<file path="src/rtl/gf180mcu_osu_sc_9t_tbuf_arb_pkg.sv">
`default_nettype none
// ============================================================================
// Module   : gf180mcu_osu_sc_9t_tbuf_arb_pkg
// Brief    : Shared types and widths for the 4-way tristate-bus arbiter.
// Revision : 1.0
// ============================================================================
package gf180mcu_osu_sc_9t_tbuf_arb_pkg;

  localparam int NREQ       = 4;
  localparam int OWNER_W    = 2;
  localparam int DEAD_CNT_W = 4;
  localparam int HOLD_CNT_W = 8;

  typedef enum logic [1:0] {
    ST_IDLE  = 2'd0,
    ST_DRIVE = 2'd1,
    ST_DEAD  = 2'd2
  } state_e;

endpackage
`default_nettype wire

</file>
<file path="src/rtl/gf180mcu_osu_sc_9t_tbuf_arb4_if.sv">
`default_nettype none
// ============================================================================
// Module   : gf180mcu_osu_sc_9t_tbuf_arb4_if
// Brief    : Request/grant/enable bundle between requesters and the arbiter.
// Revision : 1.0
// ============================================================================
interface gf180mcu_osu_sc_9t_tbuf_arb4_if;
  import gf180mcu_osu_sc_9t_tbuf_arb_pkg::*;

  logic [NREQ-1:0]    REQ;
  logic [NREQ-1:0]    GNT;
  logic [NREQ-1:0]    EN;
  logic [NREQ-1:0]    EN_BAR;
  logic [OWNER_W-1:0] OWNER;
  logic               BUSY;

  modport master (output REQ, input GNT, input EN, input EN_BAR, input OWNER, input BUSY);
  modport slave  (input REQ, output GNT, output EN, output EN_BAR, output OWNER, output BUSY);

endinterface
`default_nettype wire

</file>
<file path="src/rtl/gf180mcu_osu_sc_9t_rr_pick.sv">
`default_nettype none
// ============================================================================
// Module   : gf180mcu_osu_sc_9t_rr_pick
// Brief    : Combinational round-robin picker; first requester at or after ptr.
// Revision : 1.0
// ============================================================================
module gf180mcu_osu_sc_9t_rr_pick
  import gf180mcu_osu_sc_9t_tbuf_arb_pkg::*;
(
  input  logic [NREQ-1:0]    req,
  input  logic [OWNER_W-1:0] ptr,
  output logic               any,
  output logic [OWNER_W-1:0] idx
);

  logic [OWNER_W-1:0] cand;
  logic               found;

  always_comb begin
    any   = |req;
    idx   = ptr;
    cand  = ptr;
    found = 1'b0;
    for (int i = 0; i < NREQ; i++) begin
      // Index arithmetic wraps naturally in OWNER_W bits
      cand = ptr + OWNER_W'(i);
      if (!found && req[cand]) begin
        idx   = cand;
        found = 1'b1;
      end
    end
  end

endmodule
`default_nettype wire

</file>
<file path="src/rtl/gf180mcu_osu_sc_9t_tbuf_arb4.sv">
`default_nettype none
// ============================================================================
// Module   : gf180mcu_osu_sc_9t_tbuf_arb4
// Brief    : 4-way round-robin tristate-bus arbiter with dead time between
//            owners; optional hold limit under GF180MCU_OSU_SC_TBUF_ARB_HOLD_LIMIT_EN.
// Revision : 1.0
// ============================================================================
module gf180mcu_osu_sc_9t_tbuf_arb4
  import gf180mcu_osu_sc_9t_tbuf_arb_pkg::*;
#(
  parameter int DEAD_CYC = 1,
  parameter int MAX_HOLD = 16
) (
  input  logic CLK,
  input  logic RN,
  gf180mcu_osu_sc_9t_tbuf_arb4_if.slave bus
);

  localparam logic [DEAD_CNT_W-1:0] DEAD_INIT = DEAD_CNT_W'(DEAD_CYC - 1);

  if ((DEAD_CYC < 1) || (DEAD_CYC > 15)) begin : g_bad_dead_cyc
    $error("DEAD_CYC must be in 1..15");
  end
  if ((MAX_HOLD < 1) || (MAX_HOLD > 255)) begin : g_bad_max_hold
    $error("MAX_HOLD must be in 1..255");
  end

  state_e                state_q;
  logic [NREQ-1:0]       en_q;
  logic [OWNER_W-1:0]    owner_q;
  logic [OWNER_W-1:0]    ptr_q;
  logic [DEAD_CNT_W-1:0] dead_cnt_q;
  logic                  busy_q;

  logic                  pick_any;
  logic [OWNER_W-1:0]    pick_idx;
  logic [NREQ-1:0]       en_d;
  logic                  hold_expired;

  gf180mcu_osu_sc_9t_rr_pick u_pick (
    .req (bus.REQ),
    .ptr (ptr_q),
    .any (pick_any),
    .idx (pick_idx)
  );

  assign en_d = NREQ'(1) << pick_idx;

`ifdef GF180MCU_OSU_SC_TBUF_ARB_HOLD_LIMIT_EN
  localparam logic [HOLD_CNT_W-1:0] HOLD_LAST = HOLD_CNT_W'(MAX_HOLD);
  logic [HOLD_CNT_W-1:0] hold_cnt_q;
  assign hold_expired = (hold_cnt_q == HOLD_LAST);
`else
  assign hold_expired = 1'b0;
`endif

  always_ff @(posedge CLK) begin
    if (!RN) begin
      state_q    <= ST_IDLE;
      en_q       <= '0;
      owner_q    <= '0;
      ptr_q      <= '0;
      dead_cnt_q <= '0;
      busy_q     <= 1'b0;
`ifdef GF180MCU_OSU_SC_TBUF_ARB_HOLD_LIMIT_EN
      hold_cnt_q <= '0;
`endif
    end else begin
      case (state_q)
        ST_IDLE: begin
          if (pick_any) begin
            state_q <= ST_DRIVE;
            en_q    <= en_d;
            owner_q <= pick_idx;
            busy_q  <= 1'b1;
`ifdef GF180MCU_OSU_SC_TBUF_ARB_HOLD_LIMIT_EN
            hold_cnt_q <= HOLD_CNT_W'(1);
`endif
          end
        end

        ST_DRIVE: begin
          // Owner release (or hold-limit preemption) opens the dead gap and
          // demotes the old owner to lowest priority.
          if (!bus.REQ[owner_q] || hold_expired) begin
            state_q    <= ST_DEAD;
            en_q       <= '0;
            ptr_q      <= owner_q + OWNER_W'(1);
            dead_cnt_q <= DEAD_INIT;
          end
`ifdef GF180MCU_OSU_SC_TBUF_ARB_HOLD_LIMIT_EN
          else begin
            hold_cnt_q <= hold_cnt_q + HOLD_CNT_W'(1);
          end
`endif
        end

        ST_DEAD: begin
          if (dead_cnt_q != '0) begin
            dead_cnt_q <= dead_cnt_q - DEAD_CNT_W'(1);
          end else if (pick_any) begin
            state_q <= ST_DRIVE;
            en_q    <= en_d;
            owner_q <= pick_idx;
            busy_q  <= 1'b1;
`ifdef GF180MCU_OSU_SC_TBUF_ARB_HOLD_LIMIT_EN
            hold_cnt_q <= HOLD_CNT_W'(1);
`endif
          end else begin
            state_q <= ST_IDLE;
            busy_q  <= 1'b0;
          end
        end

        default: begin
          state_q <= ST_IDLE;
          en_q    <= '0;
          busy_q  <= 1'b0;
        end
      endcase
    end
  end

  assign bus.EN     = en_q;
  assign bus.GNT    = en_q;
  assign bus.EN_BAR = ~en_q;
  assign bus.OWNER  = owner_q;
  assign bus.BUSY   = busy_q;

endmodule
`default_nettype wire

</file>
<file path="src/flat_wrapper.sv">
// flat-port wrapper written by rule: the top's interface ports become plain ports
module gf180mcu_osu_sc_9t_tbuf_arb4_flat import gf180mcu_osu_sc_9t_tbuf_arb_pkg::*;
#(
  parameter int DEAD_CYC = 1,
  parameter int MAX_HOLD = 16
)
  (CLK, RN, bus_REQ, bus_GNT, bus_EN, bus_EN_BAR, bus_OWNER, bus_BUSY);
  gf180mcu_osu_sc_9t_tbuf_arb4_if bus_i ();
  input  logic CLK;
  input  logic RN;
  input wire logic [$bits(bus_i.REQ)-1:0] bus_REQ;
  output wire logic [$bits(bus_i.GNT)-1:0] bus_GNT;
  output wire logic [$bits(bus_i.EN)-1:0] bus_EN;
  output wire logic [$bits(bus_i.EN_BAR)-1:0] bus_EN_BAR;
  output wire logic [$bits(bus_i.OWNER)-1:0] bus_OWNER;
  output wire logic [$bits(bus_i.BUSY)-1:0] bus_BUSY;
  assign bus_i.REQ = bus_REQ;
  assign bus_GNT = bus_i.GNT;
  assign bus_EN = bus_i.EN;
  assign bus_EN_BAR = bus_i.EN_BAR;
  assign bus_OWNER = bus_i.OWNER;
  assign bus_BUSY = bus_i.BUSY;
  gf180mcu_osu_sc_9t_tbuf_arb4 #(.DEAD_CYC(DEAD_CYC), .MAX_HOLD(MAX_HOLD)) u_core (.CLK(CLK), .RN(RN), .bus(bus_i));
endmodule
</file>
<file path="config.mk">
export PLATFORM = sky130hd
export DESIGN_NAME = gf180mcu_osu_sc_9t_tbuf_arb4_flat
export DESIGN_NICKNAME = d
export VERILOG_FILES = /design/src/rtl/gf180mcu_osu_sc_9t_tbuf_arb_pkg.sv /design/src/rtl/gf180mcu_osu_sc_9t_tbuf_arb4_if.sv /design/src/rtl/gf180mcu_osu_sc_9t_rr_pick.sv /design/src/rtl/gf180mcu_osu_sc_9t_tbuf_arb4.sv /design/src/flat_wrapper.sv
export SDC_FILE = /design/constraint.sdc
export NUM_CORES = 1
export LEC_CHECK = 0
export ABC_AREA = 1
export CORE_MARGIN = 2
export CORE_UTILIZATION = 55
export DETAILED_ROUTE_END_ITERATION = 10
export PLACE_DENSITY = 0.84
export SETUP_SLACK_MARGIN = 0.5
export SLEW_MARGIN = 30
export SYNTH_ARGS = -nofsm -noshare
export SYNTH_HDL_FRONTEND = slang
export SYNTH_SLANG_ARGS = --single-unit
export TNS_END_PERCENT = 100
</file>
<file path="constraint.sdc">
create_clock -name CLK -period 3.62 [get_ports CLK]
set_input_delay 0.905 -clock CLK [delete_from_list [all_inputs] [get_ports CLK]]
set_output_delay 0.905 -clock CLK [all_outputs]
set_load 0.05 [all_outputs]
</file>
==> flow_metrics.env <==
export IMPL_ctsResizeCount=0
export IMPL_hold_viol=0
export IMPL_yosysTopAreaCell="dfxtp_1"
export IMPL_clock_root_buffer="clkbuf_4"
export IMPL_postLayoutCoreUtil=0.678
export IMPL_path_cells="clkdlybuf4s50_1"
export IMPL_whs_path_depth=2
export IMPL_syn_area_sq_um=1100
export IMPL_grt_pass1_wl_um=4330
export IMPL_finalWorstPathRequiredPeriod_ns=2.46
export IMPL_post_cts_buffers=0
export IMPL_yosysMostFrequentCell="nand2_1"
export IMPL_worstRegToRegCells=13
export IMPL_slowest_delay_ns=0.83
export IMPL_place_gp_congestion=0.867
export IMPL_core_area_sq_um=1920
export IMPL_synthDominantCellAreaShare=0.272
export IMPL_status="complete, no violations"
export IMPL_grt_use_total=0.230
export IMPL_slew_viol_final=0
export IMPL_finalWirelength_um=2510
export IMPL_grt_antenna_before_repair=0
export IMPL_synth_edf_count=0
export IMPL_critical_path_top_delay_family="buffers and inverters"
export IMPL_nNetsFinal=207
export IMPL_cts_buffers=3
export IMPL_vdd_drop_max_uv=471
export IMPL_grt_overflow=0
export IMPL_cp_start_kind="flop"
export IMPL_cellLeakagePower_uw=0.000601
export IMPL_drive_gt1_frac=0.101
export IMPL_worst_slew_margin_rel=0.664
export IMPL_swShare=0.534
export IMPL_cts_tree="done"
export IMPL_die_w_um=48.8
export IMPL_dpl_cell_count=221
export IMPL_dp_hpwl_um=1970
export IMPL_route_vias_total=1178
export IMPL_end_kind="primary output"
export IMPL_grt_max_degree=15
export IMPL_insertion_delay_ns=0.29
export IMPL_wl_per_cell_um=11.2
export IMPL_numClockSinks=15
export IMPL_drt_iter0_markers=27
export IMPL_power_switching_uw=501
export IMPL_io_buffers=20
export IMPL_ys_top_cells_by_count="nand2_1 (66), nand3_1 (22), inv_1 (18)"
export IMPL_finalSetupViolations=0
export IMPL_cap_violations=0
export IMPL_synth_ff_type="dfxtp_1"
export IMPL_final_cells=225
export IMPL_tns_ns=0
export IMPL_rows=16
export IMPL_skew_ns=0.00267
export IMPL_crit_arrival_ns=1.55
export IMPL_crit_type="flop to primary output"
export IMPL_path_buf_inv=1
export IMPL_initial_core_util=0.574
export IMPL_fmax_mhz=407
export IMPL_io_pins=21
export IMPL_cp_required_ns=2.71
export IMPL_ys_ff_latch=15
export IMPL_tightest_slew_ns=0.503
export IMPL_die_h_um=48.8
export IMPL_via_per_inst=5.24
export IMPL_syn_avg_cell_area_sq_um=6.10
export IMPL_clockPowerShare=0.103
export IMPL_ys_top_cells_by_area="dfxtp_1 (27%), nand2_1 (22%), nand3_1 (10%), a21oi_1 (6.3%), nand2_2 (6.2%)"
export IMPL_yosysUniqueCellTypes=23
export IMPL_yosysSeqAreaShare=0.272
export IMPL_grt_pass1_vias=1018
export IMPL_synthToLayoutAreaGrowth_pct=18.1
export IMPL_min_path_type="flop to flop"
export IMPL_firstDrtPassIters=4
export IMPL_power_frac_comb=0.630
export IMPL_die_area_sq_um=2380
export IMPL_rsz0062_at_grt="no"
export IMPL_n_antenna_cell=0
export IMPL_p_seq_frac=0.267
export IMPL_syn_num_nets=189
export IMPL_intPower_uw=438
export IMPL_drtAntennaViolNets=0
export IMPL_power_density_nw_per_um2=721
export IMPL_period_share=0.678
export IMPL_cts_hold_buffers_added=0
export IMPL_cts_htree_levels=1
export IMPL_ys_warn_count=0
export IMPL_syn_inst=181
export IMPL_critPathMaxFanout=5
export IMPL_clock_path_buffers=2
export IMPL_cp_slowest_cell="clkdlybuf4s50_1"
export IMPL_crit_cells=1
export IMPL_worst_setup_hold_path_clk_slew_ns=0.08
export IMPL_drc=0
export IMPL_async_flop_share=0
[state kept, by name (all words and copies together), names as in the netlist]
register,flops
u_core.bus.OWNER,2
u_core.ptr_q,2
u_core.dead_cnt_q,4
u_core.bus.BUSY,1
u_core.bus.EN,4
u_core.state_q,2
[per-layer routing]
metal	routed length, um	vias to the layer above	track usage
met5	0	-	0
met4	53	0	0.114
met1	1130	533	0.291
met2	1210	33	0.384
li1	-	607	-
met3	113	5	0.0307
[cell type report]
cell class              instances  area, sq um
multi-input cells             138          662
fillers                       186          618
flip-flops and latches         15          300
repair buffers                 20          200
inverters                      21         81.3
well taps                      27         33.8
clock buffers                   4         26.3
[stage by stage]
stage | hold WS (ns) | power [uW] | cell area (sq um) | setup slack, ns
floorplan | 0.439 | 713 | 1100 | 1.69
global placement | 0.453 | 826 | 1280 | 1.02
detailed placement | 0.454 | 843 | 1280 | 0.959
CTS | 0.466 | 942 | 1300 | 1.15
global route | 0.497 | 1010 | 1300 | 1.11
finish | 0.466 | 940 | 1300 | 1.16
[worst paths after layout]
check,slack (ns),from,to
max,1.16,u_core.bus.OWNER[0],bus_OWNER[0]
min,0.47,u_core.dead_cnt_q[0],u_core.dead_cnt_q[0]
max reg2reg,1.48,u_core.ptr_q[0],u_core.bus.OWNER[1]
min reg2reg,0.47,u_core.dead_cnt_q[0],u_core.dead_cnt_q[0]
[layout by cell type, fill, tap and decap left out]
cell / instances
a21oi_1: 14
clkbuf_1: 1
clkbuf_4: 3
clkdlybuf4s50_1: 20
clkinv_1: 1
dfxtp_1: 15
ha_1: 2
inv_1: 18
inv_2: 1
inv_4: 1
nand2_1: 66
nand2_2: 11
nand3_1: 22
nand3_2: 1
nand3b_1: 1
nand4_1: 1
nor2_1: 6
nor2_2: 1
nor2_4: 2
nor3_1: 1
nor4_1: 1
o21ai_0: 6
o22ai_1: 1
xor2_1: 2
[cell families after synthesis]
family	after synthesis	share of synthesized area
AOI/OAI and AO/OA	21	0.0964
xor gates and xnor gates	2	0.0159
adders and majority gates	2	0.0227
buffers and inverters	28	0.128
DFF	15	0.272
and+or+nand+nor	113	0.465
[power groups by stage]
stage / Combinational (uW) / Sequential, uW / Clock, uW
3_5_place_dp: 589 / 254 / 0
6_report: 592 / 251 / 96.5
3_3_place_gp: 575 / 251 / 0
5_1_grt: 648 / 259 / 106
2_1_floorplan: 408 / 305 / 0
4_1_cts: 591 / 251 / 100
Note: power is estimated with default switching activity, not from simulation.
